File: config.mk
export PLATFORM = sky130hd
export DESIGN_NAME = sync_fifo_lvl
export DESIGN_NICKNAME = d
export VERILOG_FILES = /design/src/rtl/sync_fifo_lvl.sv
export SDC_FILE = /design/constraint.sdc
export NUM_CORES = 2
export LEC_CHECK = 0
export BUFFER_PORTS_ARGS = -buffer_cell sky130_fd_sc_hd__buf_4
export CORE_MARGIN = 2
export CORE_UTILIZATION = 55
export CTS_BUF_LIST = sky130_fd_sc_hd__clkbuf_4 sky130_fd_sc_hd__clkbuf_8
export DETAILED_ROUTE_END_ITERATION = 8
export GPL_TIMING_DRIVEN = 1
export PLACE_DENSITY = 0.69
export SYNTH_ARGS = -nofsm -noshare
export SYNTH_HDL_FRONTEND = slang
export SYNTH_SLANG_ARGS = --single-unit
File: constraint.sdc
create_clock -name clk -period 4 [get_ports clk]
set_input_delay 0.2 -clock clk [delete_from_list [all_inputs] [get_ports clk]]
set_output_delay 0.2 -clock clk [all_outputs]
set_load 0.01 [all_outputs]
File: src/rtl/sync_fifo_lvl.sv
// Synchronous FIFO with occupancy level, threshold flags and sticky overflow/underflow errors.
// Optional macro FIFO_FWFT_EN makes the head word visible on out without waiting for a pop.
module sync_fifo_lvl #(
  parameter int WIDTH    = 8,
  parameter int BASE     = 9,
  parameter int AF_LEVEL = (2**BASE) - 4,
  parameter int AE_LEVEL = 4
) (
  input  logic             clk,
  input  logic             rst_n,
  input  logic [WIDTH-1:0] in,
  input  logic             push,
  input  logic             pop,
  input  logic             clr_err,
  output logic [WIDTH-1:0] out,
  output logic             out_valid,
  output logic             is_empty,
  output logic             is_full,
  output logic             almost_empty,
  output logic             almost_full,
  output logic [BASE:0]    level,
  output logic             overflow,
  output logic             underflow
);

  localparam int            DEPTH   = 2**BASE;
  localparam logic [BASE:0] DEPTH_L = (BASE+1)'(DEPTH);
  localparam logic [BASE:0] AF_L    = AF_LEVEL[BASE:0];
  localparam logic [BASE:0] AE_L    = AE_LEVEL[BASE:0];

  logic [WIDTH-1:0] mem [DEPTH];
  logic [BASE-1:0]  wr_ptr, rd_ptr, rd_ptr_nxt;
  logic [BASE:0]    level_nxt;
  logic             push_ok, pop_ok;

  // A full FIFO still takes a push when the same cycle frees a slot.
  always_comb begin
    pop_ok     = pop && (level != '0);
    push_ok    = push && ((level != DEPTH_L) || pop_ok);
    level_nxt  = level;
    if (push_ok && !pop_ok)
      level_nxt = level + 1'b1;
    else if (pop_ok && !push_ok)
      level_nxt = level - 1'b1;
    rd_ptr_nxt = pop_ok ? rd_ptr + 1'b1 : rd_ptr;
  end

  always_ff @(posedge clk) begin
    if (push_ok)
      mem[wr_ptr] <= in;
  end

  always_ff @(posedge clk or negedge rst_n) begin
    if (!rst_n) begin
      wr_ptr       <= '0;
      rd_ptr       <= '0;
      level        <= '0;
      is_empty     <= 1'b1;
      is_full      <= 1'b0;
      almost_empty <= 1'b1;
      almost_full  <= 1'b0;
      overflow     <= 1'b0;
      underflow    <= 1'b0;
    end else begin
      if (push_ok)
        wr_ptr <= wr_ptr + 1'b1;
      rd_ptr       <= rd_ptr_nxt;
      level        <= level_nxt;
      is_empty     <= (level_nxt == '0);
      is_full      <= (level_nxt == DEPTH_L);
      almost_empty <= (level_nxt <= AE_L);
      almost_full  <= (level_nxt >= AF_L);
      if (clr_err)
        overflow <= 1'b0;
      else if (push && !push_ok)
        overflow <= 1'b1;
      if (clr_err)
        underflow <= 1'b0;
      else if (pop && (level == '0))
        underflow <= 1'b1;
    end
  end

`ifdef FIFO_FWFT_EN
  logic [WIDTH-1:0] head_nxt;

  // The next head may be the word being written this very cycle.
  always_comb begin
    head_nxt = mem[rd_ptr_nxt];
    if (push_ok && (wr_ptr == rd_ptr_nxt))
      head_nxt = in;
  end

  always_ff @(posedge clk or negedge rst_n) begin
    if (!rst_n) begin
      out       <= '0;
      out_valid <= 1'b0;
    end else begin
      if (level_nxt != '0)
        out <= head_nxt;
      out_valid <= (level_nxt != '0);
    end
  end
`else
  always_ff @(posedge clk or negedge rst_n) begin
    if (!rst_n) begin
      out       <= '0;
      out_valid <= 1'b0;
    end else begin
      if (pop_ok)
        out <= mem[rd_ptr];
      out_valid <= pop_ok;
    end
  end
`endif

endmodule
==> results.sh <==
export IMPL_htree_levels=6
export IMPL_maxCapViolCount=0
export IMPL_synth_fa_ha_area_frac=0.000546
export IMPL_synth_edff_count=4096
export IMPL_cp_required_ps=5130
export IMPL_core_area_um2=291000
export IMPL_clk_latency_ps=1220
export IMPL_die_area_um2=296000
export IMPL_outcome="finished with violations"
export IMPL_cts_tree="built"
export IMPL_synthArstFlopShare=0.0104
export IMPL_syn_inst=7591
export IMPL_synth_xor_area_frac=0.00136
export IMPL_fmax_mhz=245
export IMPL_fin_skew_ps=96.8
export IMPL_synthSimpleGateAreaFrac=0.0251
export IMPL_viasPerCell=6.55
export IMPL_synth_warnings=0
export IMPL_synth_mux_area_fraction=0.154
export IMPL_startpoint_type="flip-flop"
export IMPL_hold_start="push"
export IMPL_fin_crit_sh=1.02
export IMPL_syn_num_nets=7611
export IMPL_critPathLaunch="rd_ptr[0]"
export IMPL_fillCellCount=19200
export IMPL_die_h_um=544
export IMPL_postRouteAntennaNets=0
export IMPL_setup_slack_ps=-77.4
export IMPL_cp_max_fo=22
export IMPL_crit_type="flip-flop to flip-flop"
export IMPL_cp_slowest_cell="o31ai_1"
export IMPL_clk_pin_slew_ps=70
export IMPL_hold_viol=0
export IMPL_ios=38
export IMPL_grt_overflow_total=0
export IMPL_synth_seq_cells=4139
export IMPL_final_util=0.641
export IMPL_power_mw=121
export IMPL_die_w_um=544
export IMPL_grt_util_all_layers=0.310
export IMPL_grt_pass1_vias=86300
export IMPL_dp_hpwl_um=291000
export IMPL_dp_cells=12200
export IMPL_avgSynthCellArea_um2=21.1
export IMPL_maxSlewHeadroom=0.0463
export IMPL_clock_path_buffers=4
export IMPL_crit_path_end_kind="flip-flop"
export IMPL_seq_area_frac_synth=0.773
export IMPL_num_vias=87500
export IMPL_port_buffers=37
export IMPL_cp_num_cells=11
export IMPL_place_congestion=0.909
export IMPL_ff2ff_path_depth=11
export IMPL_failed_checks="negative setup slack"
export IMPL_synth_top_family_by_area="multiplexers"
export IMPL_drtIter0Drc=13900
export IMPL_rsz0062_at_grt="false"
export IMPL_clock_sinks=4139
export IMPL_synth_ff_type="edfxtp_1"
export IMPL_arrival_ps=5200
export IMPL_cts_root_buf="clkbuf_8"
export IMPL_synth_compound_area_frac=0.0306
export IMPL_crit_buf_inv=4
export IMPL_syn_area_um2=160000
export IMPL_drc=0
export IMPL_drtPass1Iterations=8
export IMPL_grt_max_degree=128
export IMPL_place_ws_ps=-631
export IMPL_cp_endpoint="out[1]"
export IMPL_wire_per_inst_um=34.3
export IMPL_final_layout_size_suffix_gt1_frac=0.337
export IMPL_leakagePower_nw=61.0
export IMPL_antenna_found_initial=25
export IMPL_area_delta_synth_final_pct=16.1
export IMPL_whs_ps=83.7
export IMPL_setup_viol=3
export IMPL_fin_tns_setup_ps=-124
export IMPL_worstMarginPinSlew_ps=1420
export IMPL_initial_utilization=0.552
export IMPL_crit_family="compound AO/OA/AOI/OAI gates"
export IMPL_cts_buffers=645
export IMPL_instances_no_fill=13400
export IMPL_multiInputGateArea_um2=34300
export IMPL_r2r_start="rd_ptr[0]"
export IMPL_final_max_slew_viol_count=0
export IMPL_wirelength_um=458000
export IMPL_path_cells="buf_12 > buf_12 > buf_4 > nand3_4 > buf_4 > o22ai_1 > nor3_1 > o31ai_1 > a211oi_1 > o311a_1 > nor3_1"
export IMPL_grt_pass1_wl_um=645000
export IMPL_final_min_clock_period_ps=4080
export IMPL_irDropWorstVdd_v=0.000619
export IMPL_layout_nets=8971
export IMPL_p_per_area_nw_per_um2=648
export IMPL_regArea_um2=124000
export IMPL_rows=198
export IMPL_hp_class="input port to flip-flop"
export IMPL_fin_area_um2=186000
export IMPL_rrSetupSlack_ps=-80
export IMPL_synthDistinctLibCells=80
export IMPL_slowest_delay_ps=840
export IMPL_reg2reg_to="out[1]"
export IMPL_placed_area_um2=174000
[synth_stat cells, types with 14 or more instances]
master	instances	area share
mux4_2	937	0.13
buf_4	67	0.0031
nand2_1	171	0.0040
a221oi_1	36	0.0020
buf_6	24	0.0017
edfxtp_1	4096	0.77
nor3_1	31	0.00097
clkbuf_1	218	0.0051
mux2i_1	341	0.021
a21oi_1	88	0.0027
xnor2_1	17	0.00093
nor2b_1	14	0.00055
o211ai_1	16	0.00075
a31oi_1	24	0.00094
and2_1	14	0.00055
a22oi_1	145	0.0068
a211oi_1	57	0.0027
dfrtp_1	41	0.0064
buf_2	120	0.0037
and3_1	14	0.00055
inv_1	18	0.00042
mux2_2	18	0.0013
nand3_1	41	0.0013
nor2_1	583	0.014
o21ai_0	76	0.0024
o221ai_1	51	0.0028
a22o_1	27	0.0015
o22ai_1	71	0.0028
buf_1	44	0.0010
[worst reg2reg max path: stages, from the launching register on]
cell	delay (ps)
dfrtp_4	470
buf_12	180
buf_12	280
buf_4	200
nand3_4	390
buf_4	360
o22ai_1	150
nor3_1	80
o31ai_1	840
a211oi_1	380
o311a_1	440
nor3_1	210
[cell type report]
cell class / instances / share of cell area
flip-flops and latches: 4139 / 0.666
multi-input cells: 2959 / 0.184
clock buffers: 886 / 0.0577
repair buffers: 1186 / 0.0569
well taps: 3900 / 0.0262
clock inverters: 258 / 0.00887
inverters: 20 / 0.000457
diodes: 14 / 0.000188
[power by group]
| group | internal (mW) | total, mW | switching, mW |
|---|---|---|---|
| sequential | 48.0 | 48.6 | 0.604 |
| clock | 17.9 | 34.5 | 16.6 |
| combinational | 15.5 | 37.6 | 22.2 |
| total | 81.3 | 121 | 39.4 |
[worst min-delay path by stage]
stage / endpoint / slack, ps / cells past startpoint
after global placement: underflow / 250 / 1
after detailed placement: overflow / 270 / 1
after global routing: level[6] / 120 / 5
after floorplan: almost_full / -100 / 0
final: level[6] / 80 / 5
after CTS: level[6] / 5 / 5
[layer usage]
layer	share of wire	vias to the layer above	GRT usage	wire length, µm
li1	-	34600	-	-
met3	0.13	1032	0.0824	61100
met5	0.00019	-	0	87
met1	0.36	45500	0.430	163000
met4	0.045	14	0.132	20600
met2	0.46	6399	0.471	213000
[cells by family after synthesis]
logic type / after synthesis
DFF: 4139
muxes: 1296
and+or+nand+nor: 944
AOI/OAI and AO/OA: 687
buffers and inverters: 493
xor gates and xnor gates: 25
adders and majority gates: 7
[sequential cells by signal, summed over array words and instances, names as in the netlist]
signal and count:
out_valid 1, almost_full 1, is_full 1, underflow 1, mem 4096, level 10, almost_empty 1, out 8
overflow 1, is_empty 1, wr_ptr 9, rd_ptr 9
[timing repair]
action                     4_1_cts  5_1_grt
gates resized for setup          5        7
hold buffers                    19        0
setup endpoints to repair        8        6
pin swaps                        0        0
hold endpoints to repair      3519        0
buffers inserted                 6        1
[cells in the final DEF (no fill, tap or decap), drive strengths merged, types with 14 or more instances in the layout]
master	netlist	layout
o21ai	77	77
mux4	937	937
mux2	18	18
buf	255	1168
o211ai	16	16
nor2	583	583
xnor2	17	17
and2	14	14
o22ai	71	71
and3	14	14
mux2i	341	341
a22oi	145	145
nand2	171	171
diode	0	14
nor3	32	32
a31oi	24	24
edfxtp	4096	4096
a21oi	88	88
nand3	42	42
dlygate4sd3	0	18
a221oi	36	36
clkinv	1	217
a22o	27	27
o221ai	51	51
dfrtp	41	41
clkbuf	218	886
inv	19	52
a211oi	57	57
nor2b	14	14
(Power assumes the default switching activity.)
